### src/rtl/uart_tx_engine.sv
// Asynchronous serial transmitter: start bit, 8 data bits LSB-first, optional
// parity, 1 or 2 stop bits. tx_busy spans the whole frame; tx_done pulses once at the end.
module uart_tx_engine #(
  parameter int CLK_FREQ  = 100,
  parameter int BAUD_RATE = 10,
  parameter int PARITY    = 0,
  parameter int STOP_BITS = 1
) (
  input  logic       clk,
  input  logic       rst_n,
  input  logic [7:0] tx_data,
  input  logic       tx_start,
  output logic       tx_busy,
  output logic       tx_done,
  output logic       tx_serial
);

  localparam int CPB = CLK_FREQ / BAUD_RATE;
  localparam int BW  = (CPB > 2) ? $clog2(CPB) : 1;
  localparam logic [BW-1:0] CPB_M1  = BW'(CPB - 1);
  localparam logic [2:0]    STOP_M1 = 3'(STOP_BITS - 1);

  if (CPB < 2) begin : g_bad_cpb
    $error("uart_tx_engine: CLK_FREQ/BAUD_RATE must be at least 2");
  end
  if (PARITY < 0 || PARITY > 2) begin : g_bad_parity
    $error("uart_tx_engine: PARITY must be 0, 1 or 2");
  end
  if (STOP_BITS < 1 || STOP_BITS > 2) begin : g_bad_stop
    $error("uart_tx_engine: STOP_BITS must be 1 or 2");
  end

  localparam logic [2:0] ST_IDLE  = 3'd0;
  localparam logic [2:0] ST_START = 3'd1;
  localparam logic [2:0] ST_DATA  = 3'd2;
  localparam logic [2:0] ST_PAR   = 3'd3;
  localparam logic [2:0] ST_STOP  = 3'd4;

  logic [2:0]    state_q, state_d;
  logic [BW-1:0] baud_q, baud_d;
  logic [2:0]    bit_q, bit_d;
  logic [7:0]    shift_q, shift_d;
  logic          par_q, par_d;
  logic          serial_q, serial_d;
  logic          busy_q, busy_d;
  logic          done_q, done_d;
  logic          baud_tick;

  assign baud_tick = (baud_q == CPB_M1);

  always_comb begin
    state_d  = state_q;
    baud_d   = baud_q;
    bit_d    = bit_q;
    shift_d  = shift_q;
    par_d    = par_q;
    serial_d = serial_q;
    busy_d   = busy_q;
    done_d   = 1'b0;

    if (state_q != ST_IDLE) begin
      baud_d = baud_tick ? '0 : baud_q + 1'b1;
    end

    case (state_q)
      ST_IDLE: begin
        if (tx_start) begin
          shift_d  = tx_data;
          par_d    = (PARITY == 2) ? ~^tx_data : ^tx_data;
          serial_d = 1'b0;
          busy_d   = 1'b1;
          baud_d   = '0;
          bit_d    = '0;
          state_d  = ST_START;
        end
      end
      ST_START: begin
        if (baud_tick) begin
          serial_d = shift_q[0];
          bit_d    = '0;
          state_d  = ST_DATA;
        end
      end
      ST_DATA: begin
        if (baud_tick) begin
          if (bit_q == 3'd7) begin
            bit_d = '0;
            if (PARITY != 0) begin
              serial_d = par_q;
              state_d  = ST_PAR;
            end else begin
              serial_d = 1'b1;
              state_d  = ST_STOP;
            end
          end else begin
            // shift_q[0] is already on the line; present the next bit
            serial_d = shift_q[1];
            shift_d  = {1'b0, shift_q[7:1]};
            bit_d    = bit_q + 1'b1;
          end
        end
      end
      ST_PAR: begin
        if (baud_tick) begin
          serial_d = 1'b1;
          bit_d    = '0;
          state_d  = ST_STOP;
        end
      end
      ST_STOP: begin
        if (baud_tick) begin
          if (bit_q == STOP_M1) begin
            bit_d   = '0;
            busy_d  = 1'b0;
            done_d  = 1'b1;
            state_d = ST_IDLE;
          end else begin
            bit_d = bit_q + 1'b1;
          end
        end
      end
      default: begin
        serial_d = 1'b1;
        busy_d   = 1'b0;
        baud_d   = '0;
        bit_d    = '0;
        state_d  = ST_IDLE;
      end
    endcase
  end

  always_ff @(posedge clk or negedge rst_n) begin
    if (!rst_n) begin
      state_q  <= ST_IDLE;
      baud_q   <= '0;
      bit_q    <= '0;
      shift_q  <= '0;
      par_q    <= 1'b0;
      serial_q <= 1'b1;
      busy_q   <= 1'b0;
      done_q   <= 1'b0;
    end else begin
      state_q  <= state_d;
      baud_q   <= baud_d;
      bit_q    <= bit_d;
      shift_q  <= shift_d;
      par_q    <= par_d;
      serial_q <= serial_d;
      busy_q   <= busy_d;
      done_q   <= done_d;
    end
  end

  assign tx_serial = serial_q;
  assign tx_busy   = busy_q;
  assign tx_done   = done_q;

endmodule

### config.mk
export PLATFORM = sky130hd
export DESIGN_NAME = uart_tx_engine
export DESIGN_NICKNAME = d
export VERILOG_FILES = /design/src/rtl/uart_tx_engine.sv
export SDC_FILE = /design/constraint.sdc
export NUM_CORES = 1
export LEC_CHECK = 0
export CAP_MARGIN = 20
export CORE_MARGIN = 8
export CORE_UTILIZATION = 55
export CTS_CLUSTER_SIZE = 30
export DETAILED_ROUTE_END_ITERATION = 8
export DONT_BUFFER_PORTS = 1
export PLACE_DENSITY = 0.77
export SLEW_MARGIN = 20
export SYNTH_ARGS = -nofsm -noshare
export SYNTH_HDL_FRONTEND = slang
export SYNTH_SLANG_ARGS = --single-unit
### constraint.sdc
create_clock -name clk -period 1.65 [get_ports clk]
set_input_delay 0.165 -clock clk [delete_from_list [all_inputs] [get_ports clk]]
set_output_delay 0.165 -clock clk [all_outputs]
set_load 0.05 [all_outputs]
* Word level (Yosys, flattened, before mapping)
Index checks and enable logic that the tools add are counted.
** Storage, ports and cells
- Logic and storage cells :: 74
- Output and inout bits :: 3
- Register bits after elaboration :: 21
- Bits of input ports :: 11
** Operators by class
- Add/subtract/negate cells :: 2
- Bitwise operators :: 2
- Reduce and logical (&&, ||, !) cells :: 12
- Equal/unequal tests :: 15
- Muxes and demuxes :: 36
** Operator list (count)
- 2-to-1 mux 3 bit :: 13
- 2-to-1 mux 8 bit :: 3
- != test 2 bit (second input constant) :: 8
- case mux 8 bit (2 select lines) :: 1
- case mux 3 bit (5 select lines) :: 1
- 2-to-1 mux 4 bit :: 3
- case mux 3 bit (4 select lines) :: 1
- AND reduction 4 bit :: 3
- 2-to-1 mux 1 bit :: 11
- case mux 4 bit (2 select lines) :: 1
- AND reduction 7 bit :: 1
- equality test 3 x 2 -> 1 bit (second input constant) :: 2
- equality test 3 bit (second input constant) :: 2
- zero test 3 bit :: 2
- case mux 1 bit (5 select lines) :: 1
- AND reduction 5 bit :: 1
- adder 4 x 1 -> 4 bit (second input constant) :: 1
- equality test 4 bit (second input constant) :: 1
- OR reduction 4 bit :: 1
- adder 3 x 1 -> 3 bit (second input constant) :: 1
- equality test 3 x 1 -> 1 bit (second input constant) :: 1
- case mux 1 bit (3 select lines) :: 1
- nonzero test 3 bit :: 1
- OR reduction 3 bit :: 1
- other kinds (4) :: 5

* Longest topological paths before layout
- Depth in word-level cells :: 5
- Depth in mapped cells :: 8
- Depth with buffers taken out :: 6

* Worst setup path before layout
OpenSTA, ideal clock, no wires.
- Path kind :: register to register
- Start point :: register baud_q[0]
- End point :: register bit_q[0]
- Cell stages (with the launch flop) :: 6
- Buffers on the path :: 0
- Arrival time :: 1.412 ns
- Slack :: 0.113 ns
- Clock period less this slack :: 1.537 ns
- Required time :: 1.525 ns
- Library setup time :: 0.125 ns
- Cells stage by stage :: dfrtp_1 ha_1 nand3b_1 nand2_1 a21oi_2 mux2_4
** On the way
- Word-level cells in the longest chain between the ends :: 3
- Elaborated cells between the ends (all ways) :: 5
- Those cells by class :: eq/ne (4); reduce/logical (1)
** RTL lines
- start, declared :: line 40 : logic [BW-1:0] baud_q, baud_d;
- start signal, assigned :: line 144 : baud_q <= baud_d;
- equality test 4 bit * :: line 49 : assign baud_tick = (baud_q == CPB_M1);
- != test 2 x 1 -> 1 bit (no line) / != test 2 bit (equally long branches)
- AND reduction 4 bit (no line) *
- end signal, assigned :: line 145 : bit_q <= bit_d;
- end, declared :: line 41 : logic [2:0] bit_q, bit_d;
Every way passes the cells marked *; elsewhere a longest branch is shown, timed or not.
A chain may end at the register's enable or synchronous reset.

* Worst setup path in the final report
- Start point :: register baud_q[1]
- End point :: register bit_q[0]
The elaborated chain is that of the path after synthesis.

==> results.cfg <==
[logic_synthesis]
synthDistinctLibCells = 40
yosys_warnings = 0
synthCells = 136
synth_edf_count = 0
syn_avg_cell_area_um2 = 9.37
ys_ff_latch = 21
ys_seq_area_share_pct = 41.3
async_flop_share_pct = 100
synth_ff_type = dfrtp_1
netlist_area_um2 = 1270
synthesis.nets = 152

[clocking]
clk_latency_ns = 0.31
cts_made_buffers = 3
clock_sink_count = 21
cts_buffer_depth = 2
htreeDepth = 1
cts_tree = done
clockRootBuffer = clkbuf_4
clkTransAtPathRegs_ns = 0.13

[global_routing]
use_met1_pct = 18.2
grt_pass1_vias = 1045
top_usage_layer = met2
antenna_found_initial = 0
grt_max_degree = 22
grt.total_usage_pct = 14.0
grt.overflow.total = 0
grt_first_pass_wirelength_mm = 4.75
grt_use_met2_pct = 22.2
use_met3_pct = 3.14

[run_status]
status = finished, final reports clean

[place]
dp_slack_ns = 0.0969
gp_congestion = 0.919
io_buffer_count = 0
dpl-instance-area_um2 = 1360
place_hpwl_mm = 2.01

[route]
wire_per_inst_um = 15.9
drt_first_pass_iters = 4
drt_iter0_drc = 25
vias_per_cell = 6.08
vias = 1094
wl_mm = 2.86
drc_errors = 0
ant_nets = 0

[die]
core_area_um2 = 2210
rows = 17
die_x_um = 64.1
fp.dieArea_um2 = 4110
die_h_um = 64.1
initial_core_util_pct = 57.6
io_pins = 14

[power]
ir_worst_vdd_mv = 1.04
power_density_nw_per_um2 = 1710
p_leak_nw = 0.644

[critical_path]
worst-path-max-fanout = 5
crit_path_end_kind = flip-flop
cp_slowest_stage_delay_ns = 0.40
cp_top_family = flip-flops
worstPathArrival_ns = 1.82
worst_path_max_delay_cell = dfrtp_1
path_class = flip-flop to flip-flop
critPathRequiredTime_ns = 1.86
crit_path_cell_trace = inv_1 -> ha_2 -> nand3b_1 -> a211oi_2 -> a21oi_2 -> mux2_4
cp.buffers_inverters = 1
cp-start-kind = flip-flop

[timing]
worstMarginPinSlew_ns = 0.504
fin_skew_ns = 0.00243
timing.hold.ws_ns = 0.0571
rsz0062_at_grt = yes
relSlewSlack_pct = 66.4
final_max_slew_viol_count = 0
setup_slack_ns = 0.0309
hold_violations = 0
fin_crit_ns = 1.62
setup-violations-final = 0
tns_ns = 0
fmax_mhz = 618
period_share_pct = 98.1

[job]
drv_cap = 0

[finish]
drive_gt1_share_pct = 23.7
antennaDiodeCount = 0
syn2layout_area_growth_pct = 14.1
post-route-cell-area_um2 = 1460
fin_nets = 169
utilization_pct = 65.8

[hold_path]
hold_path_class = input pin to flip-flop
==> what timing repair did <==
action | 4_1_cts | 5_1_grt
buffers inserted | 0 | 3
resized for setup | 0 | 4
endpoints found under the hold margin | 22 | 20
hold buffers | 2 | 1
endpoints found under the setup margin | 0 | 8
==> synthesized netlist by cell type, types with 4 or more instances <==
library cell,n,share of area [%]
dfrtp_1,20,39
buf_2,5,2.0
nor3_1,7,2.7
a31oi_1,4,2.0
nor2_1,13,3.8
inv_1,5,1.5
o22ai_1,7,3.4
o21ai_0,5,2.0
nand2_1,7,2.1
nand3_1,5,2.0
nand3b_1,4,2.4
ha_1,5,4.9
a21oi_1,12,4.7
==> layout make-up <==
cell class              count  area [um2]
fillers                   191         757
multi-input cells         103         699
flip-flops and latches     21         527
repair buffers             19         145
well taps                  28        35.0
clock buffers               3        22.5
inverters                   5        18.8
clock inverters             1        7.51
==> worst reg2reg max path, delay by kind of cell (launching register included) <==
kind / cells / cell delay [ns]
adders and majority gates: 1 / 0.17
AOI/OAI and AO/OA: 2 / 0.39
muxes: 1 / 0.31
and+or+nand+nor: 1 / 0.19
DFF: 1 / 0.40
buffers and inverters: 1 / 0.06
==> registers in the layout (all words and copies together) (netlist names) <==
register / cells
tx_busy: 1
state_q: 3
tx_done: 1
bit_q: 3
shift_q: 8
tx_serial: 1
baud_q: 4
==> power by group <==
part	total [mW]	internal, mW	switching (mW)	leakage, nW
combinational	1.28	0.592	0.685	0.379
clock	0.261	0.0923	0.169	0.0139
sequential	0.950	0.739	0.210	0.251
total	2.49	1.42	1.06	0.644
==> stage by stage <==
stage | std cells | total power [mW]
6_report | 180 | 2.49
5_1_grt | 180 | 2.69
4_1_cts | 175 | 2.44
3_5_place_dp | 169 | 2.15
3_3_place_gp | 169 | 2.10
2_1_floorplan | 136 | 1.83
==> placed cells by master, fill, tap and decap left out, types with 2 or more instances in the layout <==
| master | Yosys | final |
|---|---|---|
| dfrtp_1 | 20 | 20 |
| buf_4 | 2 | 16 |
| nor2_1 | 13 | 13 |
| a21oi_1 | 12 | 12 |
| nor3_1 | 7 | 7 |
| o22ai_1 | 7 | 7 |
| nand2_1 | 7 | 6 |
| inv_1 | 5 | 5 |
| nand3_1 | 5 | 5 |
| a31oi_1 | 4 | 4 |
| o21ai_0 | 5 | 4 |
| o21ai_1 | 3 | 4 |
| nand3b_1 | 4 | 4 |
| ha_1 | 5 | 4 |
| o32ai_1 | 3 | 3 |
| nand2b_1 | 3 | 3 |
| clkbuf_4 | 0 | 3 |
| nor2_2 | 2 | 2 |
| mux2i_1 | 2 | 2 |
| dlygate4sd3_1 | 0 | 2 |
==> metal layers <==
metal,wire length [um],up-vias
met5,0,-
met4,17,0
met3,183,2
met2,1380,38
met1,1280,522
li1,-,532
==> cells by family (layout without fill, tap and decap cells) <==
logic type,after synthesis,in the layout,synth area share [%]
XOR/XNOR,1,1,0.687
flip-flops,21,21,41.3
buffers and inverters,13,28,5.50
adder cells (fa/ha/maj),5,5,4.91
multiplexers,4,4,3.63
AND/OR/NAND/NOR,51,52,23.4
AO/OA/AOI/OAI,41,41,20.6
==> path summary, 6_finish.rpt <==
path                                        startpoint                     end  slack, ns  cells past startpoint
worst max register to register     baud_q[1]$_DFF_PN0_    bit_q[0]$_DFFE_PN0P_       0.03                      6
worst min-delay path                        tx_data[3]  shift_q[3]$_DFFE_PN0P_       0.06                      2
worst max-delay path               baud_q[1]$_DFF_PN0_    bit_q[0]$_DFFE_PN0P_       0.03                      6
worst min register to register  shift_q[7]$_DFFE_PN0P_  shift_q[7]$_DFFE_PN0P_       0.53                      2
max in group asynchronous                        rst_n   tx_serial$_DFFE_PN1P_       0.97                      2
min in group asynchronous                        rst_n       tx_done$_DFF_PN0_       0.33                      2
No activity file was read; power rests on OpenSTA's default activity.
